## src/rtl/count_updown_mod_pkg.sv

```systemverilog
// Shared encodings for the up/down modulo counter.
package counter_pkg;
    localparam logic MODE_WRAP = 1'b0;
    localparam logic MODE_SAT  = 1'b1;
    localparam logic DIR_DN    = 1'b0;
    localparam logic DIR_UP    = 1'b1;
endpackage

```

## src/rtl/count_updown_mod_prescaler.sv

```systemverilog
// Clock-enable divider: one tick per (prescale+1) enabled cycles.
module count_prescaler #(
    parameter int PRESCALE_W = 8
) (
    input  logic                  clk,
    input  logic                  rst,
    input  logic                  enable,
    input  logic                  clr,
    input  logic [PRESCALE_W-1:0] prescale,
    output logic                  tick
);
    localparam logic [PRESCALE_W-1:0] ONE = PRESCALE_W'(1);

    logic [PRESCALE_W-1:0] pre_cnt;

    // >= so a prescale lowered below pre_cnt ticks at once instead of waiting for wrap
    assign tick = enable && (pre_cnt >= prescale);

    always_ff @(posedge clk) begin
        if (rst || clr)
            pre_cnt <= '0;
        else if (enable)
            pre_cnt <= tick ? '0 : pre_cnt + ONE;
    end
endmodule

```

## src/rtl/count_updown_mod.sv

```systemverilog
// Up/down modulo counter with programmable limit, wrap/saturate, load, prescaler, tc and sticky ovf.
module count_updown_mod
    import counter_pkg::*;
#(
    parameter int WIDTH      = 16,
    parameter int PRESCALE_W = 8
) (
    input  logic                  clk,
    input  logic                  rst,
    input  logic                  enable,
    input  logic                  up_dn,
    input  logic                  mode,
    input  logic [WIDTH-1:0]      limit,
    input  logic                  load,
    input  logic [WIDTH-1:0]      load_val,
    input  logic [PRESCALE_W-1:0] prescale,
    input  logic                  ovf_clr,
    output logic [WIDTH-1:0]      count_out,
    output logic                  tc,
    output logic                  ovf
);
    localparam logic [WIDTH-1:0] ONE = WIDTH'(1);

    logic             tick;
    logic [WIDTH-1:0] nxt_cnt;
    logic [WIDTH-1:0] load_cnt;
    logic             nxt_tc;
    logic             ovf_set;

    count_prescaler #(.PRESCALE_W(PRESCALE_W)) u_prescaler (
        .clk      (clk),
        .rst      (rst),
        .enable   (enable),
        .clr      (load),
        .prescale (prescale),
        .tick     (tick)
    );

    assign load_cnt = (load_val > limit) ? limit : load_val;

    always_comb begin
        nxt_cnt = count_out;
        nxt_tc  = 1'b0;
        ovf_set = 1'b0;
        if (tick) begin
            if (up_dn == DIR_UP) begin
                if (count_out < limit) begin
                    nxt_cnt = count_out + ONE;
                    nxt_tc  = (mode == MODE_SAT) && (nxt_cnt == limit);
                end else if (mode == MODE_WRAP) begin
                    nxt_cnt = '0;
                    nxt_tc  = 1'b1;
                    ovf_set = 1'b1;
                end else begin
                    // covers a count stranded above a newly lowered limit
                    nxt_cnt = limit;
                    ovf_set = 1'b1;
                end
            end else begin
                if (count_out == '0) begin
                    nxt_cnt = (mode == MODE_WRAP) ? limit : '0;
                    nxt_tc  = (mode == MODE_WRAP);
                    ovf_set = 1'b1;
                end else begin
                    nxt_cnt = (count_out > limit) ? limit : count_out - ONE;
                    nxt_tc  = (mode == MODE_SAT) && (nxt_cnt == '0);
                end
            end
        end
    end

    always_ff @(posedge clk) begin
        if (rst) begin
            count_out <= '0;
            tc        <= 1'b0;
            ovf       <= 1'b0;
        end else if (load) begin
            count_out <= load_cnt;
            tc        <= 1'b0;
            ovf       <= ovf & ~ovf_clr;
        end else begin
            count_out <= nxt_cnt;
            tc        <= nxt_tc;
            ovf       <= ovf_set | (ovf & ~ovf_clr);
        end
    end
endmodule
```

## config.mk

```make
export PLATFORM = sky130hd
export DESIGN_NAME = count_updown_mod
export DESIGN_NICKNAME = d
export VERILOG_FILES = /design/src/rtl/count_updown_mod_pkg.sv /design/src/rtl/count_updown_mod_prescaler.sv /design/src/rtl/count_updown_mod.sv
export SDC_FILE = /design/constraint.sdc
export NUM_CORES = 1
export LEC_CHECK = 0
export CAP_MARGIN = 20
export CORE_MARGIN = 4
export CORE_UTILIZATION = 25
export CTS_BUF_LIST = sky130_fd_sc_hd__clkbuf_8
export DETAILED_ROUTE_END_ITERATION = 16
export SYNTH_ARGS = -nofsm -noshare
export SYNTH_HDL_FRONTEND = slang
export SYNTH_SLANG_ARGS = --single-unit
```

## constraint.sdc

```tcl
create_clock -name clk -period 9.7 [get_ports clk]
set_clock_uncertainty 0.2 [all_clocks]
set_input_delay 2.91 -clock clk [delete_from_list [all_inputs] [get_ports clk]]
set_output_delay 2.91 -clock clk [all_outputs]
set_load 0.01 [all_outputs]
```

== Word-level counts from Yosys, hierarchy flattened ==
Cells that the tools add are included.
Storage, ports and cells
  output and inout port bits: 18
  logic and storage cells: 44
  bits of input ports: 47
  bits in registers: 26
Cells by class
  bitwise gates (word level): 5
  reductions and logical operators: 8
  magnitude comparators: 4
  multiplexer cells: 19
  eq/ne operators: 1
  add/sub/neg operators: 3
Operators with widths (number)
  16-bit two-way mux: 9
  16-bit > comparator: 2
  16-bit zero test: 2
  16-bit by 1-bit adder with 16-bit output, second input constant: 1
  16-bit == test: 1
  16-bit less-than comparator: 1
  16-bit by 1-bit subtractor with 16-bit output, second input constant: 1
  1-bit two-way mux: 9
  8-bit by 1-bit adder with 8-bit output, second input constant: 1
  8-bit >= comparator: 1
  8-bit two-way mux: 1
  1-bit logical AND: 3
  1-bit inverter: 3
  3-bit OR reduction: 1
  2-bit nonzero test: 1
  1-bit bitwise AND: 1
  1-bit logical OR: 1
  1-bit bitwise OR: 1

== Depth between registers and ports, before layout ==
Gate-level depths: netlist of run 1.
  word-level depth: 6
  mapped depth: 12
  gate-level depth less buffers: 10

== Cells and area by module ==
A second synthesis of run 1 with hierarchy kept.
Unflattened totals
  cells, all modules: 529
  area total of the unflattened synthesis: 4087.7 um2
Modules (own cells, without submodules)
  count_updown_mod: times used 1, seq. area each 360.3 um2, area an instance 3463.3 um2, cells each 465
  count_prescaler: times used 1, seq. area each 160.2 um2, area an instance 624.3 um2, cells each 64

== Worst setup path after synthesis of run 1 ==
Ideal clock, no wire load.
  kind: input -> register
  from: input limit[12]
  to: register count_out[1]
  stages on the path: 12
  path buffers: 2
  required time: 9378 ps
  slack: 4302 ps
  setup time: 122 ps
  arrival: 5076 ps
  cell sequence: inv_1 > ha_1 > nand4_1 > or3_1 > a211o_1 > o311ai_0 > o31a_1 > buf_4 > buf_4 > mux2i_1 > nor2_1 > a221o_1
Between the ends
  word-level cells in the longest chain between the ends: 6
  elaborated cells on any way between the ends: 10
  classes of those cells: order compare (3); mux (7)
Ends and longest elaborated chain
  from (decl): line count_updown_mod.sv:13  | input logic [WIDTH-1:0] limit,
  16-bit > comparator: line count_updown_mod.sv:65  | nxt_cnt = (count_out > limit) ? limit : count_out - ONE;
  16-bit two-way mux: line count_updown_mod.sv:65
  16-bit two-way mux: line count_updown_mod.sv:60  | if (count_out == '0) begin
  16-bit two-way mux: line count_updown_mod.sv:46  | if (up_dn == DIR_UP) begin
  16-bit two-way mux: line count_updown_mod.sv:45  | if (tick) begin
  16-bit two-way mux *: line count_updown_mod.sv:77  | end else if (load) begin
  to (signal assigned): line count_updown_mod.sv:78  | count_out <= load_cnt;
  to (signal assigned): line count_updown_mod.sv:82  | count_out <= nxt_cnt;
  to (decl): line count_updown_mod.sv:18  | output logic [WIDTH-1:0] count_out,
Every way passes the cells marked *; elsewhere a longest branch is shown, timed or not. The select of a mux whose other input is x is not followed.
A chain may end at the register's enable or synchronous reset.

== Final worst setup path of run 1 ==
  from: input limit[13]
  to: register count_out[13]
The elaborated chain is that of the path after synthesis.

==> results.md, run 1 <==
- Tmin final: 6.83 ns
- Placer Congestion: 0.957
- Power density cells: 96.0 mW/mm2
- TritonCTS clock tree: yes
- Multi-input gate area: 0.00299 mm2
- P_leak: 1.76 nW
- Setup_tns: 0 ns
- Slew @ Worst Pin: 1.24 ns
- Yosys reg bits: 26
- Final #Nets: 635
- 1st-iter DRT viols: 451
- Post-Syn Area per Cell: 7.51 um2
- Cell count after synthesis: 500
- Placeable Area: 0.0146 mm2
- Initial antenna violation count: 0
- IO Port Bufs: 64
- Clock Tree Buf Depth: 2
- Internal cell power: 0.260 mW
- CP endpoint kind: register
- Crit path DAT: 6.81 ns
- FILL cells: 1582
- Die H: 131 um
- Most frequent cells after synthesis: ha_1 (44), nor2_1 (44), nand2_1 (41), inv_1 (34), xnor2_1 (28)
- Critical path type: input pin to register
- Vias: 4111
- Clk network pwr share: 22.7%
- RSZ-0062 raised after global routing: false
- CTS root buf: clkbuf_8
- Register area share after synthesis: 13.9%
- Syn Std Cell Area: 0.00376 mm2
- Final Slew Violations: 0
- Maximum number of pins on one net before global-route repair: 27
- CP Cell Sequence: clkdlybuf4s50_1 > inv_1 > ha_1 > nand4_1 > or3_1 > a211o_1 > o311ai_0 > o31a_1 > mux2_2 > a221oi_2 > a21oi_1
- DRT Pass-1 Iters: 5
- Syn Nets: 591
- Vias per cell: 5.65
- Crit path max fanout: 17
- First-pass GRT wire length: 23.1 mm
- Initial core utilization: 25.7%
- Diode count: 0
- Most area-hungry cell type in the Yosys netlist: ha_1
- Clock sink count: 26
- Reg area: 520 um2
- Num CTS Buffers: 3
- Max stage delay on crit path: 0.94 ns
- Buffer and inverter count on the worst path: 2
- Worst skew pair latency: 0.29 ns
- Slew HR: 17.0%
- CP max stage cell: o31a_1
- CP Data Required Time: 9.69 ns
- Worst vdd rail ir drop: 48.1 uV
- Yosys warns: 0
- Worst Setup SP: limit[13]
- Clock slew at reported path FFs: 0.11 ns
- Outcome: complete, no violations
- # IOs: 65
- Max-Cap Viols: 0
- Hold-fix buffers at CTS: 0
- Die footprint: 0.0171 mm2
- DRT antenna net count: 0
- Net Switching: 0.182 mW
- Top post-synthesis cells by area: ha_1 (15%), dfxtp_1 (14%), xnor2_1 (6.5%)
- GRT Residual Overflow: 0
- Top FF cell, synth: dfxtp_1
- Sequential share of power: 30.6%
- CP Depth: 11
- Post-Route WL: 15.2 mm
- Final Cycle Share: 70.4%
- DRC viols: 0
- Total track usage: 17.4%
- Worst setup SP type: input pin
- Layout cells sized above 1: 5.89%
- Number of synthesized flops with an enable pin: 0
- Half-perimeter wire length after placement: 11.8 mm
- Post-cts sizing count: 0
- Max Clk Rate: 0.147 GHz
- CP top delay family: compound AO/OA/AOI/OAI gates
- RR Startpoint: count_out[7]
- Vias in the first global route: 3995
- Switching Share: 41.2%
- Combinational power share: 46.7%
- Routed len/inst: 20.9 um
- Count of unique library cells instantiated by Yosys: 67
- # rows: 44
- Die W: 131 um
- Syn-to-layout area delta: 22.4%
- Setup repair bufs after CTS: 0
- Async S/R FF share, synth: 0%
- Final Hold Fails: 0
- WHS: 0.322 ns
- Worst R2R Path Depth: 9
- Terminus of the critical flop-to-flop path: count_out[3]
- Setup violations, final: 0
- Crit path capture: count_out[13]
- Reg-to-reg slack, setup: 5.90 ns
- H-Tree Depth: 1
- Min-delay worst type: register to register
- Top-area cell type share of the netlist area: 14.7%
-- state kept, by name, indices dropped and copies added (netlist names) --
signal	count
ovf	1
count_out	16
tc	1
u_prescaler.pre_cnt	8
-- per-layer routing --
metal	track usage (%)	vias up	share of wire [%]
li1	-	1945	-
met1	24.4	1973	46
met2	27.6	171	44
met3	3.21	22	7.4
met4	4.30	0	2.0
met5	0	-	0
-- cells in the final DEF, fill, tap and decap left out, types with 6 or more instances in the layout --
cell / instances
nor3_1: 18
inv_1: 34
a221oi_1: 6
nand3_1: 7
xnor2_1: 28
mux2i_1: 12
nand2_1: 41
or4_1: 6
ha_1: 44
xor2_1: 13
and3_1: 7
o221ai_1: 7
nor2_1: 44
dfxtp_1: 26
a21oi_1: 24
nor4_1: 10
nand4_1: 17
o211ai_1: 8
nor3b_1: 7
o21ai_0: 26
clkdlybuf4s50_1: 64
-- stage by stage --
step                      power [mW]  cell area, um2  setup slack, ns  util (%)  cells
after floorplan                0.261            3760             4.30         -    500
after global placement         0.337            4530             2.64      30.9    723
after detailed placement       0.339            4530             2.67      30.9    723
after CTS                      0.438            4600             2.97      31.4    727
after global routing           0.466            4600             2.72      31.4    727
final                          0.442            4600             2.87      31.4    727
-- cell type report --
type | instances | area share [%]
Timing Repair Buffer | 67 | 14.4
Inverter | 34 | 2.77
Tap cell | 184 | 5.00
Sequential cell | 26 | 11.3
Clock buffer | 3 | 0.897
Multi-Input combinational cell | 412 | 64.9
Clock inverter | 1 | 0.653
-- power by group through the flow --
stage	Combinational [mW]	Clock, mW	Sequential (mW)
after floorplan	0.139	0	0.122
after global placement	0.201	0	0.136
after detailed placement	0.202	0	0.137
after CTS	0.204	0.100	0.134
after global routing	0.225	0.105	0.136
final	0.206	0.100	0.135
-- worst register-to-register path, cell delays in order (launching register included) --
cell and delay, ns:
dfxtp_1 0.72, ha_1 0.36, a21oi_1 0.15, o21ai_0 0.10
a221oi_1 0.51, nand4_1 0.77, o31a_1 0.55, o21ai_0 0.10
a221oi_2 0.08, o221ai_1 0.19
-- how the worst min path moves through the flow --
stage | start | endpoint | cells past startpoint
after floorplan | u_prescaler.pre_cnt[7] | u_prescaler.pre_cnt[7] | 2
after global placement | ovf | ovf | 2
after detailed placement | ovf | ovf | 2
after CTS | ovf | ovf | 2
after global routing | ovf | ovf | 2
final | ovf | ovf | 2
-- kinds of logic after synthesis --
kind of cell | count (synthesis) | synth area share, %
xor gates and xnor gates | 41 | 9.56
DFF | 26 | 13.9
buffers and inverters | 62 | 6.63
and+or+nand+nor | 183 | 25.9
AOI/OAI and AO/OA | 127 | 24.7
adders and majority gates | 44 | 14.7
muxes | 17 | 4.70
(Power assumes the default switching activity.)
==> run 2: changes to the inputs <==
==> constraint.sdc (replaced) <==
create_clock -name clk -period 6.5 [get_ports clk]
set_clock_uncertainty 0.2 [all_clocks]
set_input_delay 1.95 -clock clk [delete_from_list [all_inputs] [get_ports clk]]
set_output_delay 1.95 -clock clk [all_outputs]
set_load 0.01 [all_outputs]
==> run 2 against run 1 <==
Against the previous run: power is 51% higher; sequential share of layout area shrank 0.055 points; critical path depth increased by 1; sequential power rose by 49%; setup slack lost 1.9 ns; via count rose by 1.5%; first-iteration DRC count rose by 11%; combinational power increased by 52%; clock power is 51% higher; critical path type unchanged; largest power group unchanged; highest routed layer unchanged.
==> results.md, run 2 (synthesis results as in run 1) <==
- Die H: 131 um
- # IOs: 65
- Largest Register: count_out
- WHS: 0.314 ns
- Clock Tree Buf Depth: 2
- P_leak: 1.77 nW
- First-pass GRT wire length: 24.0 mm
- Placer Congestion: 0.947
- Final Hold Fails: 0
- Max Clk Rate: 0.180 GHz
- Maximum number of pins on one net before global-route repair: 27
- Final setup margin: 0.959 ns
- Worst Hold End: ovf
- DRT antenna net count: 0
- Hold depth: 2
- Slew @ Worst Pin: 1.08 ns
- Crit path max fanout: 10
- Initial antenna violation count: 0
- Setup_tns: 0 ns
- FILL cells: 1564
- Hold path startpoint: ovf
- Outcome: complete, no violations
- Min-delay worst type: register to register
- Crit path DAT: 5.53 ns
- Final #Nets: 638
- Finished Layout Cells: 730
- Terminus of the critical flop-to-flop path: count_out[3]
- Critical path type: input pin to register
- Cell Area, Placed: 0.00455 mm2
- Worst setup SP type: input pin
- Syn-to-layout area delta: 23.0%
- Power density cells: 144 mW/mm2
- CP Cell Sequence: clkdlybuf4s50_1 > inv_1 > ha_1 > nand4_1 > or3_1 > a211o_1 > o311ai_0 > o31a_1 > buf_4 > mux2_2 > a21oi_1 > a21oi_1
- Largest register FFs: 16
- Layout cells sized above 1: 6.41%
- Final Slew Violations: 0
- Tmin final: 5.54 ns
- Most used cell, CP: a21oi_1
- Post-Route WL: 15.7 mm
- Max-Cap Viols: 0
- # rows: 44
- Final Cycle Share: 85.2%
- Clock sink count: 26
- Placed cell count: 726
- Commonest non-fill, non-tap cells in the layout: clkdlybuf4s50_1 (64), nor2_1 (44), ha_1 (44)
- CP max stage cell: clkdlybuf4s50_1
- RSZ-0062 raised after global routing: false
- Vias: 4174
- 1st-iter DRT viols: 501
- Most common cell after layout, fill and taps aside: clkdlybuf4s50_1
- Vias per cell: 5.72
- Setup repair bufs after CTS: 0
- Post-cts sizing count: 0
- H-Tree Depth: 1
- Die W: 131 um
- Worst R2R Path Depth: 9
- Largest regs: count_out: 16 flops, u_prescaler.pre_cnt: 8 flops
- DRC viols: 0
- Worst vdd rail ir drop: 75.7 uV
- Vias in the first global route: 4152
- GRT Residual Overflow: 0
- Max stage delay on crit path: 0.67 ns
- Diode count: 0
- Worst skew pair latency: 0.30 ns
- TritonCTS clock tree: yes
- CP endpoint kind: register
- Placeable Area: 0.0146 mm2
- Hold-fix buffers at CTS: 0
- DRT Pass-1 Iters: 7
- Post-Route Utilization: 31.6%
- Cell area after layout: 0.00462 mm2
- RR Startpoint: count_out[9]
- Reg-to-reg slack, setup: 2.94 ns
- Initial core utilization: 25.7%
- Half-perimeter wire length after placement: 12.2 mm
- Pre-CTS WS: 0.713 ns
- Routed len/inst: 21.5 um
- Total power: 0.666 mW
- IO Port Bufs: 64
- Die footprint: 0.0171 mm2
- CTS root buf: clkbuf_8
- Slew HR: 27.3%
- Num CTS Buffers: 3
- Clock slew at reported path FFs: 0.12 ns
- Total track usage: 18.1%
- CP Data Required Time: 6.49 ns
- Setup violations, final: 0
-- run 2: cell count changes in the layout (fill, tap and decap cells not counted) --
cell and delta:
buf_4 +3
-- run 2: worst max-delay path by stage --
| stage | start | slack, ns | cells after the start | to |
|---|---|---|---|---|
| finish | limit[13] | 0.96 | 12 | count_out[14] |
| global route | limit[13] | 0.79 | 12 | count_out[1] |
| CTS | limit[13] | 1.03 | 12 | count_out[14] |
| detailed placement | limit[13] | 0.71 | 12 | count_out[14] |
| global placement | limit[13] | 0.74 | 12 | count_out[14] |
| floorplan | limit[12] | 2.06 | 12 | count_out[1] |
-- run 2: cell type report --
class	instances	area [um2]	area share (%)
clock buffer	3	41.3	0.893
clock inverter	1	30.0	0.650
inverter	34	128	2.76
multi-input combinational	412	2990	64.6
sequential	26	520	11.3
tap	184	230	4.98
timing repair buffer	70	686	14.8
-- run 2: layer usage --
metal,part of all wire (%),vias up,track usage [%]
met4,1.7,0,4.23
met5,0,-,0
met3,8.1,25,2.76
li1,-,1961,-
met1,44,1977,25.3
met2,46,211,29.4
-- run 2: critical path: cells and delay by family --
kind                     cells  cell delay, ns
AO/OA/AOI/OAI                5            1.24
adder cells (fa/ha/maj)      1            0.31
buffers and inverters        3            1.10
multiplexers                 1            0.35
AND/OR/NAND/NOR              2            0.56
-- run 2: where the power goes --
part / internal, mW / total (mW) / switching, mW
logic: 0.139 / 0.314 / 0.175
registers: 0.167 / 0.201 / 0.0339
clock network: 0.0828 / 0.151 / 0.0682
==> RTL change 1: new RTL, settings of run 1 <==
`PRESCALE_W` is set to 8 in 2 places; all go to 6.
--- a/src/rtl/count_updown_mod_prescaler.sv
+++ b/src/rtl/count_updown_mod_prescaler.sv
@@ -2,3 +2,3 @@
 module count_prescaler #(
-    parameter int PRESCALE_W = 8
+    parameter int PRESCALE_W = 6
 ) (
--- a/src/rtl/count_updown_mod.sv
+++ b/src/rtl/count_updown_mod.sv
@@ -5,3 +5,3 @@
     parameter int WIDTH      = 16,
-    parameter int PRESCALE_W = 8
+    parameter int PRESCALE_W = 6
 ) (
Interface: changed (resized prescale); port bits go from 65 to 63. The function was not compared with the original's and may differ.
==> RTL change 1 against run 1 <==
- critical path depth unchanged
- via count decreased by 0.22%
- non-clock buffer count decreased by 1
- sequential cell count decreased by 2
- largest power group unchanged
- total power decreased by 3.1%
- global-route usage decreased by 0.47 points
- highest routed layer unchanged
- synthesized cell count decreased by 2.0%
- area after synthesis decreased by 3.8%
- largest cell class unchanged
- worst setup slack improved by 0.48 ns
- cell count decreased by 2.6%
- wire length decreased by 6.2%
- design area decreased by 3.9%
- hold slack improved by 0.025 ns
- die area decreased by 3.5%
==> RTL change 1: results (changes against run 1) <==
Status
  • Outcome: completed

Logic synthesis
  • Synth Net Count: 577 (-2.4%)
  • Sequential fraction of the synthesis area: 0.133 (-0.00566)
  • Distinct cell type count after synthesis: 65 (-3.0%)
  • Top-area cell type share of the netlist area: 0.145 (-0.00119)
  • Ys async rst share: 0 (unchanged)
  • Largest cells by area after synthesis: ha_1 15%, dfxtp_1 13%, xnor2_1 7.3%
  • Warning count from the yosys run: 0 (unchanged)
  • Synth top cells by count: 42 x ha_1, 41 x nor2_1, 33 x nand2_1

Worst setup path
  • Slowest cell on crit path: clkdlybuf4s50_1
  • WP data arrival: 6.30 ns (-0.51 ns)
  • Crit path max fanout: 13 (-4)
  • Max incr delay on CP: 0.66 ns (-0.28 ns)
  • R2R setup slack: 6.12 ns (+0.22 ns)

Placed design
  • Port Buf Inserts: 62 (-3.1%)
  • Hpwl dp: 11,000 µm (-7.0%)
  • Area after detailed placement: 0.00435 mm² (-4.0%)
  • RePlAce Congestion: 0.964 (+0.75%)

Drt
  • Detailed Route Iter0 Violations: 371 (-18%)
  • Vias per cell: 5.79 (+2.5%)
  • Average wire per standard cell: 20.2 µm (-3.7%)
  • Drt pass-1 iters: 5 (unchanged)

Final layout
  • Layout cells sized above 1: 0.0455 (-0.0135)
  • Fin nets: 616 (-3.0%)
  • Largest regs: count_out: 16 flops, u_prescaler.pre_cnt: 6 flops
  • Filler cells: 1,496 (-5.4%)
  • N_diodes: 0 (unchanged)

GRT
  • Number of global-route vias before repair: 3,974 (-0.53%)
  • Largest net degree at the start of global routing: 31 (+15%)
  • Total GRT Usage: 0.169 (-0.00475)
  • Initial antenna violation count: 0 (unchanged)
  • Global-route wire length before repair: 22,200 µm (-3.5%)

Clock tree
  • CTS Root Cell: clkbuf_8
  • Worst-path clk slew: 0.11 ns (about the same)
  • Clock Latency Late Sink: 0.29 ns (about the same)
  • Num CTS Buffers: 3 (unchanged)
  • Total setup buffers inserted after CTS: 0 (unchanged)
  • Post-CTS Resized: 0 (unchanged)

STA
  • Slew headroom: 0.439 (+0.269)

Pwr
  • Static Leak: 1.71 nW (-3.0%)
  • Int Pwr: 0.000249 W (-3.9%)
  • Peak supply drop: 0.0489 mV (+1.7%)

Floorplan
  • Die footprint: 0.0165 mm² (-3.5%)
==> RTL change 1: worst max-delay path: cells and delay by family <==
family	cells	cell delay [ns]
buffers and inverters	2	0.77
AOI/OAI and AO/OA	4	0.82
and+or+nand+nor	3	1.07
muxes	1	0.39
adders and majority gates	1	0.34
==> RTL change 1: power by group through the flow <==
stage	combinational [W]	sequential, W	clock [W]
after floorplan	0.000133	0.000117	0
after global placement	0.000195	0.000129	0
after detailed placement	0.000199	0.000129	0
after CTS	0.000200	0.000126	0.000100
after global routing	0.000222	0.000129	0.000103
final	0.000204	0.000127	0.0000970
==> RTL change 1: cell families after synthesis <==
group                      count (synthesis)  share of synthesized area
buffers and inverters                     60                     0.0699
AOI/OAI and AO/OA                        133                      0.251
muxes                                     17                     0.0477
and+or+nand+nor                          170                      0.247
xor gates and xnor gates                  44                      0.107
adders and majority gates                 42                      0.145
DFF                                       24                      0.133
==> RTL change 1: cell type report <==
| cell class | count | area, µm² | share of cell area |
|---|---|---|---|
| repair buffers | 66 | 651 | 0.147 |
| inverters | 28 | 105 | 0.0238 |
| flip-flops and latches | 24 | 480 | 0.109 |
| clock buffers | 3 | 41.3 | 0.00934 |
| multi-input cells | 406 | 2890 | 0.653 |
| well taps | 180 | 225 | 0.0509 |
| clock inverters | 1 | 30.0 | 0.00679 |
==> RTL change 1: layer usage <==
metal / share of wire / routed length [µm] / track usage
met1: 0.45 / 6360 / 0.234
met2: 0.44 / 6340 / 0.267
met3: 0.077 / 1090 / 0.0258
met4: 0.035 / 494 / 0.0587
met5: 0 / 0 / 0
==> RTL change 1: per-stage QoR <==
| stage | setup WS, ns | hold WS [ns] | std cells |
|---|---|---|---|
| finish | 3.36 | 0.347 | 708 |
| floorplan | 4.09 | 0.288 | 490 |
| CTS | 3.41 | 0.360 | 708 |
| detailed placement | 3.13 | 0.333 | 704 |
| global placement | 3.27 | 0.319 | 704 |
| global route | 3.15 | 0.417 | 708 |
==> RTL change 1: final timing paths <==
| kind | endpoint | start | depth (start not counted) |
|---|---|---|---|
| worst max-delay path | count_out[13] | limit[15] | 11 |
| worst min-delay path | u_prescaler.pre_cnt[5] | u_prescaler.pre_cnt[5] | 2 |
| worst max register to register | count_out[13] | count_out[9] | 9 |
| worst min register to register | u_prescaler.pre_cnt[5] | u_prescaler.pre_cnt[5] | 2 |
==> RTL change 2: new RTL, flow settings as in run 1 <==
Made on the original files. Make the reset (`rst`) asynchronous in one clocked block.
--- a/src/rtl/count_updown_mod.sv
+++ b/src/rtl/count_updown_mod.sv
@@ -71,3 +71,3 @@
 
-    always_ff @(posedge clk) begin
+    always_ff @(posedge clk or posedge rst) begin
         if (rst) begin
Behaviour: differs if rst is asserted again (counterexample within 4 cycles, from zero or initial values and one cycle with rst high); with rst held inactive, the same outputs for 10 cycles.
==> RTL change 2 against run 1 <==
- design area is 0.95% higher
- count of clock-buffer cells in the layout stayed put
- synthesized cell count is 0.60% higher
- critical endpoint is now count_out[13]
- cell count stayed put
- worst setup slack better by 0.25 ns
- combinational power is 21% higher
- fmax is 3.8% higher
- first-iteration DRC count is 12% lower
- critical path type unchanged
- area after synthesis is 1.6% higher
- critical path depth is 1 lower
- sequential cell count stayed put
- wire length is 6.4% lower
- total power is 14% higher
==> RTL change 2: results (changes against run 1) <==
Status
  • Outcome: completed

GRT
  • GRT met2 Usage: 0.251 (-0.0255)
  • Global-route wire length before repair: 22,400 µm (-2.6%)
  • Grt met3 use: 0.0352 (+0.00305)
  • Met1 GRT Util: 0.213 (-0.0310)

Logic synthesis
  • Main synth FF type: dfrtp_1
  • XOR/XNOR Fraction of Synth Area: 0.101 (+0.00541)
  • Synth top cells by count: 44 x ha_1, 39 x nor2_1, 35 x inv_1
  • Largest cells by area after synthesis: ha_1 14%, dfrtp_1 12%, xnor2_1 6.2%
  • Distinct cell type count after synthesis: 60 (-10%)
  • Ys async rst share: 0.692 (+0.692)
  • Proportion of synthesized area in mux cells: 0.0541 (+0.00715)
  • Synth Net Count: 594 (+0.51%)
  • Adder-cell share of the synthesized area: 0.147 (+0.000365)

Final layout
  • Final core utilization: 0.315 (+0.000624)
  • Filler cells: 1,598 (+1.0%)

Placed design
  • Area after detailed placement: 0.00457 mm² (+0.97%)
  • Hpwl dp: 10,900 µm (-7.5%)
  • Worst slack, placed: 2.92 ns (+0.259 ns)
  • RePlAce Congestion: 0.926 (-3.2%)

Drt
  • Routed wire length: 14,300 µm (-6.4%)
  • Wire length on met1: 6220 µm (-12%)
  • Detailed Route Iter0 Violations: 398 (-12%)

Worst setup path
  • WP data arrival: 6.58 ns (-0.23 ns)
  • Crit path max fanout: 14 (-3)
  • Slowest cell on crit path: a2111oi_0

Pwr
  • Peak supply drop: 0.0556 mV (+16%)
  • Static Leak: 1.77 nW (+0.47%)

STA
  • Slew @ Worst Pin: 1.11 ns (-0.129 ns)
RTL change 2: changes by cell type in the layout (fill, tap and decap cells not counted), moves of 5 or more:
cell	run 1	this run
dfxtp_1	26	8
nand3_1	7	17
dfrtp_1	0	18
nand2_1	41	30
o211ai_1	8	3
a31oi_1	3	8
nor2b_1	2	8
nor3_1	18	13
nor2_1	44	39
a211oi_1	5	13
o31ai_1	1	6
a221oi_2	5	0
RTL change 2: kinds of logic after synthesis:
| kind of cell | after synthesis |
|---|---|
| simple gates | 170 |
| compound gates | 129 |
| buf+inv | 69 |
| fa+ha+maj | 45 |
| xor+xnor | 44 |
| flops | 26 |
| mux | 20 |
RTL change 2: power groups by stage:
stage,clock (W),sequential (W),combinational (W)
global placement,0,0.000160,0.000242
global route,0.000104,0.000161,0.000271
finish,0.0000984,0.000158,0.000249
floorplan,0,0.000135,0.000170
detailed placement,0,0.000159,0.000244
CTS,0.0000998,0.000157,0.000245
RTL change 2: area by class of cell:
| cell class | count | share of cell area |
|---|---|---|
| well taps | 184 | 0.0496 |
| clock buffers | 3 | 0.00889 |
| clock inverters | 1 | 0.00647 |
| flip-flops and latches | 26 | 0.131 |
| inverters | 35 | 0.0283 |
| repair buffers | 70 | 0.148 |
| multi-input cells | 408 | 0.628 |
RTL change 2: worst paths after layout:
check,from,endpoint,slack (ns)
max in group asynchronous,rst,count_out[1],5.83
setup / recovery,limit[13],count_out[13],3.12
hold / removal,ovf,ovf,0.34
setup reg to reg,count_out[11],count_out[13],5.82
hold reg to reg,ovf,ovf,0.34
min in group asynchronous,rst,ovf,2.94
